$ cat config.mk
export PLATFORM = sky130hd
export DESIGN_NAME = lfsr_prng
export DESIGN_NICKNAME = d
export VERILOG_FILES = /design/src/rtl/lfsr_prng.sv
export SDC_FILE = /design/constraint.sdc
export NUM_CORES = 1
export LEC_CHECK = 0
export CELL_PAD_IN_SITES_DETAIL_PLACEMENT = 2
export CELL_PAD_IN_SITES_GLOBAL_PLACEMENT = 2
export CORE_MARGIN = 2
export CORE_UTILIZATION = 34
export DETAILED_ROUTE_END_ITERATION = 8
export PLACE_DENSITY = 0.92
export SLEW_MARGIN = 15
export SYNTH_ARGS = -nofsm -noshare
export SYNTH_HDL_FRONTEND = slang
export SYNTH_SLANG_ARGS = --single-unit
$ cat constraint.sdc
create_clock -name CLK -period 3.4 [get_ports CLK]
set_clock_uncertainty 0.15 [all_clocks]
set_input_delay 0.34 -clock CLK [delete_from_list [all_inputs] [get_ports CLK]]
set_output_delay 0.34 -clock CLK [all_outputs]
set_load 0.05 [all_outputs]
$ cat src/rtl/lfsr_prng.sv
// Fibonacci LFSR pseudo-random generator with free-run, single-step, serial shift-in
// and hold modes, seed load, all-zero lockup recovery and period measurement.
module lfsr_prng #(
    parameter int unsigned      WIDTH = 16,
    parameter logic [WIDTH-1:0] TAPS  = 16'hD008,
    parameter logic [WIDTH-1:0] SEED  = {{(WIDTH-1){1'b0}}, 1'b1},
    parameter int unsigned      DIV   = 1
) (
    input  logic             CLK,
    input  logic             RST_N,
    input  logic [1:0]       i_mode,
    input  logic             i_step,
    input  logic             i_serial,
    input  logic             i_load,
    input  logic [WIDTH-1:0] i_seed,
    output logic [WIDTH-1:0] o_state,
    output logic             o_bit,
    output logic             o_valid,
    output logic             o_wrap,
    output logic [WIDTH-1:0] o_period,
    output logic             o_lockup
);

    localparam int unsigned      PW        = (DIV > 1) ? $clog2(DIV) : 1;
    localparam logic [PW-1:0]    PRESC_MAX = PW'(DIV - 1);
    localparam logic [PW-1:0]    ONE_P     = PW'(1'b1);
    localparam logic [PW-1:0]    ZERO_P    = {PW{1'b0}};
    localparam logic [WIDTH-1:0] ONE_W     = {{(WIDTH-1){1'b0}}, 1'b1};
    localparam logic [WIDTH-1:0] ZERO_W    = {WIDTH{1'b0}};
    localparam logic [1:0]       MODE_FREE = 2'b00;
    localparam logic [1:0]       MODE_STEP = 2'b01;
    localparam logic [1:0]       MODE_SER  = 2'b10;

    function automatic logic fb_parity(input logic [WIDTH-1:0] v);
        fb_parity = ^(v & TAPS);
    endfunction

    logic [WIDTH-1:0] state_r, ref_r, cnt_r, period_r;
    logic [PW-1:0]    presc_r;
    logic [1:0]       mode_r;
    logic             step_r, step_prev_r;
    logic             valid_r, wrap_r, lockup_r;

    logic             mode_chg_s, step_edge_s, adv_s, shift_in_s;
    logic [PW-1:0]    presc_eff_s, presc_nxt_s;
    logic [WIDTH-1:0] ref_base_s, cnt_base_s, cnt_inc_s, shifted_s, seed_v_s;
    logic [WIDTH-1:0] state_nxt_s, ref_nxt_s, cnt_nxt_s, period_nxt_s;
    logic             valid_nxt_s, wrap_nxt_s, lockup_nxt_s;

    // Advance enable: prescaler restarts whenever the mode changes.
    always_comb begin
        mode_chg_s  = (i_mode != mode_r);
        presc_eff_s = mode_chg_s ? ZERO_P : presc_r;
        step_edge_s = step_r & ~step_prev_r;
        adv_s       = 1'b0;
        presc_nxt_s = presc_eff_s;
        case (i_mode)
            MODE_FREE: begin
                adv_s       = (presc_eff_s == PRESC_MAX);
                presc_nxt_s = adv_s ? ZERO_P : presc_eff_s + ONE_P;
            end
            MODE_STEP: adv_s = step_edge_s;
            MODE_SER:  adv_s = 1'b1;
            default:   adv_s = 1'b0;
        endcase
    end

    // Next-state selection: load > lockup recovery > advance > hold.
    always_comb begin
        ref_base_s   = (mode_chg_s && (i_mode == MODE_SER)) ? state_r : ref_r;
        cnt_base_s   = (mode_chg_s && (i_mode == MODE_SER)) ? ZERO_W : cnt_r;
        cnt_inc_s    = cnt_base_s + ONE_W;
        shift_in_s   = (i_mode == MODE_SER) ? i_serial : fb_parity(state_r);
        shifted_s    = {state_r[WIDTH-2:0], shift_in_s};
        seed_v_s     = (i_seed == ZERO_W) ? SEED : i_seed;
        state_nxt_s  = state_r;
        ref_nxt_s    = ref_base_s;
        cnt_nxt_s    = cnt_base_s;
        period_nxt_s = period_r;
        valid_nxt_s  = 1'b0;
        wrap_nxt_s   = 1'b0;
        lockup_nxt_s = 1'b0;
        if (i_load) begin
            state_nxt_s = seed_v_s;
            ref_nxt_s   = seed_v_s;
            cnt_nxt_s   = ZERO_W;
        end else if (adv_s && (state_r == ZERO_W) && (i_mode != MODE_SER)) begin
            state_nxt_s  = SEED;
            ref_nxt_s    = SEED;
            cnt_nxt_s    = ZERO_W;
            lockup_nxt_s = 1'b1;
        end else if (adv_s) begin
            state_nxt_s = shifted_s;
            valid_nxt_s = 1'b1;
            if (shifted_s == ref_base_s) begin
                wrap_nxt_s   = 1'b1;
                period_nxt_s = cnt_inc_s;
                cnt_nxt_s    = ZERO_W;
            end else begin
                cnt_nxt_s = cnt_inc_s;
            end
        end else begin
            state_nxt_s = state_r;
        end
    end

    // State, reference, counters and output pulse registers.
    always_ff @(posedge CLK or negedge RST_N) begin
        if (!RST_N) begin
            state_r     <= SEED;
            ref_r       <= SEED;
            cnt_r       <= ZERO_W;
            period_r    <= ZERO_W;
            presc_r     <= ZERO_P;
            mode_r      <= MODE_FREE;
            step_r      <= 1'b0;
            step_prev_r <= 1'b0;
            valid_r     <= 1'b0;
            wrap_r      <= 1'b0;
            lockup_r    <= 1'b0;
        end else begin
            state_r     <= state_nxt_s;
            ref_r       <= ref_nxt_s;
            cnt_r       <= cnt_nxt_s;
            period_r    <= period_nxt_s;
            presc_r     <= presc_nxt_s;
            mode_r      <= i_mode;
            step_r      <= i_step;
            step_prev_r <= step_r;
            valid_r     <= valid_nxt_s;
            wrap_r      <= wrap_nxt_s;
            lockup_r    <= lockup_nxt_s;
        end
    end

    assign o_state  = state_r;
    assign o_bit    = state_r[WIDTH-1];
    assign o_valid  = valid_r;
    assign o_wrap   = wrap_r;
    assign o_period = period_r;
    assign o_lockup = lockup_r;

endmodule

==> key figures <==
Run status
  – Status: complete, no violations

STA
  – Setup_tns: 0 ns
  – Setup violations, final: 0
  – Max-slew violations: 0
  – Fmax: 335.0 MHz
  – RSZ-0062 raised after global routing: no
  – Slew Limit Headroom: 0.4596
  – Fin crit share: 0.8779
  – Crit path time final: ~3.0 ns
  – Hold Vio Cnt, Final: 0
  – Worst-margin pin slew: just over 0.8 ns

Setup path
  – Crit Path Max Fanout: 17
  – CP arrival: 3.05 ns
  – CP top delay family: XOR/XNOR gates
  – Critical path cell sequence: inv_1 > ha_1 > xnor2_1 > xnor2_1 > mux2i_1 > xnor2_1 > o2111ai_4 > nand2b_4 > mux2_4
  – CP peak stage delay: 0.52 ns
  – Crit path launch type: flip-flop
  – CP Data Required Time: 3.47 ns
  – Setup slack, reg-to-reg: 0.42 ns
  – Slowest CP cell: dfrtp_1
  – CP endpoint kind: flip-flop
  – Worst setup path category: reg -> reg
  – R2R depth: 9
  – Crit path buffers/inverters: 1
  – Worst path depth: 9
  – Most used cell, CP: xnor2_1

Synthesis
  – Most frequently used flop master after synthesis: dfrtp_1
  – Cell variety after synth: 48
  – Synth Area per Inst: 9.399 um2
  – Register area share after synthesis: 0.4592
  – Synthesis-stage register bit count: 72
  – Post-synth EDFFs: 0
  – Post-synth top area share: 0.4459
  – Yosys warnings: 0
  – Synth area leader: dfrtp_1
  – Fraction of registers with async set/reset: 1.000
  – Synth area leaders: dfrtp_1 (45%), nand2_1 (5.3%), o21ai_0 (4.6%), xnor2_1 (3.6%), mux2i_1 (3.3%)
  – Syn Nets: 442
  – Cells after Synth: roughly 420
  – Synthesized cell area: 3929 um2

Drt
  – Count of TritonRoute iterations in the first routing pass: 4
  – Final ANT Viol Nets: 0
  – Wire per inst: 21.10 um
  – DRC Markers: 0
  – Total Wirelength: about 13 mm
  – Routed vias: 3451
  – DR iter-0 viols: 125
  – Vias per Instance: 5.584

Global routing
  – Antenna violations before repair: 0
  – M3 GR Usage: 0.03647
  – First-pass GRT wire length: 21.69 mm
  – All-layer global routing usage: 0.2218
  – GR peak layer: met2
  – Largest net degree at the start of global routing: 42
  – Met1 Track Usage GR: 0.2673
  – Met2 GRT Util: 0.4008
  – Total gr overflow: 0
  – Vias in the first global route: 3988

Die
  – Die X: 111.5 um
  – Top-Level Pins: 59
  – Die ar.: between 10000 and 15000 um2
  – Die Ht: 111.5 um
  – # rows: 39
  – Core Area: 11370 um2
  – Initial Util: 0.3455

Pwr
  – Combinational power share: 0.184
  – PD cells: 513.4 nW/um2
  – Maximum vdd drop: 217.6 uV
  – Pint: 1.820 mW
  – Sw frac: 0.2916
  – Net switching power figure: 0.7492 mW
  – P_leak: 2.199 nW
  – Clk network pwr share: 0.428
  – Sequential Power Share: 0.388

Clock network
  – Clock Latency Late Sink: 0.34 ns
  – CTS sink count: between 70 and 80
  – Clock root cell: clkbuf_16
  – H-tree depth: 3
  – Longest Clk Path Bufs: 2
  – CTS resizes: 0
  – CTS Buf Count: 9
  – CTS tree: built
  – Worst-path clk slew: 0.06 ns

Worst hold path
  – Hold path cells: 0
  – Worst Hold Class: reg -> reg

Placement
  – DP HPWL: 9.282 mm
  – Placed insts: 602
  – Placer Congestion: 0.8850
  – # port buffers: 58

Finish
  – Commonest cells after routing, fill and taps aside: dfrtp_1 (70), clkdlybuf4s50_1 (57), nand2_1 (55)
  – Non-filler cells, final: 618
  – N_diodes: 0
  – Area Overhead vs Synth: 27.39%
  – Share of cells above drive strength 1: 0.1053
  – Net count reported at finish: 495
  – Fillers: around 1200
  – Final core utilization: 0.4402
  – Reg area: between 1500 and 2000 um2
  – Area of the multi-input gates: a little under 2000 um2
  – Commonest non-fill, non-tap cell in the layout: dfrtp_1

Run
  – Max-cap viol count: 0
## flip-flops by register name, summed over array words and instances, names as in the netlist
signal	flops
cnt_r	16
mode_r	2
o_lockup	1
o_period	16
o_state	16
o_valid	1
o_wrap	1
presc_r	1
ref_r	16
step_prev_r	1
step_r	1
## area by class of cell
type	count	share of cell area
Tap cell	143	0.03575
Sequential cell	72	0.3605
Multi-Input combinational cell	301	0.3862
Inverter	15	0.01125
Timing Repair Buffer	72	0.1390
Clock buffer	12	0.04925
Clock inverter	3	0.01800
## power groups by stage
stage,Combinational [mW],Clock [mW],Sequential (mW)
floorplan,0.228,0,1.05
global placement,0.451,0,1.00
detailed placement,0.470,0,1.01
CTS,0.475,1.12,0.996
global route,0.511,1.16,1.01
finish,0.472,1.10,0.996
## cell families (layout without fill, tap and decap cells)
group	after synthesis	in the layout	synth area share
adder cells (fa/ha/maj)	1	1	0.003184
XOR/XNOR	20	20	0.04458
multiplexers	28	28	0.08376
AND/OR/NAND/NOR	138	138	0.1697
buffers and inverters	45	102	0.04936
AO/OA/AOI/OAI	114	114	0.1901
flip-flops	72	72	0.4592
## synthesized netlist by cell type (2+ instances only)
cell type	number
and2_1	9
o211ai_1	8
o21a_1	16
nand3_1	7
a22oi_1	2
mux2_4	8
nand4_1	4
nand2b_1	2
nor2_1	26
and3_1	2
xor2_1	4
o21ai_0	36
buf_2	2
a21oi_1	22
a221oi_1	5
inv_1	15
nor3b_1	2
dfstp_2	2
nor4_1	10
clkbuf_1	24
dfrtp_1	70
o2111ai_1	7
nand2_1	55
mux2i_1	13
buf_6	2
o22ai_1	2
xnor2_1	16
a31oi_1	2
a21boi_0	7
nor3_1	8
mux2_2	7
nor2b_1	6
buf_4	2
## per-layer routing
layer | share of wire | wire length (um)
met3 | 0.032 | 415
met4 | 0.022 | 284
met2 | 0.52 | 6785
met5 | 0 | 0
met1 | 0.43 | 5551
## path summary, 6_finish.rpt
check	start	end
min in group asynchronous	RST_N	o_period[13]
worst max-delay path	o_state[14]	o_period[13]
worst min register to register	step_r	step_prev_r
max in group asynchronous	RST_N	o_state[0]
worst max register to register	o_state[14]	o_period[13]
worst min-delay path	step_r	step_prev_r
## what timing repair did
action                    4_1_cts  5_1_grt
hold endpoints to repair       31        0
setup buffers                   0        0
hold buffers                    1        0
## worst reg2reg max path, cell delays in order, from the launching register on
cell,delay (ns)
dfrtp_1,0.52
inv_1,0.15
ha_1,0.33
xnor2_1,0.15
xnor2_1,0.25
mux2i_1,0.17
xnor2_1,0.27
o2111ai_4,0.17
nand2b_4,0.32
mux2_4,0.38
## stage by stage
step	instance area, um2	hold slack, ns	setup slack [ns]	total power [mW]
2_1_floorplan	3929	-0.1056	0.2588	1.278
6_report	5005	0.2297	0.4151	2.570
3_5_place_dp	4658	0.2170	0.2509	1.479
3_3_place_gp	4658	0.2097	0.4723	1.455
4_1_cts	5005	0.2298	0.4275	2.594
5_1_grt	5005	0.2336	0.2621	2.672
No activity file was read; power rests on OpenSTA's default activity.
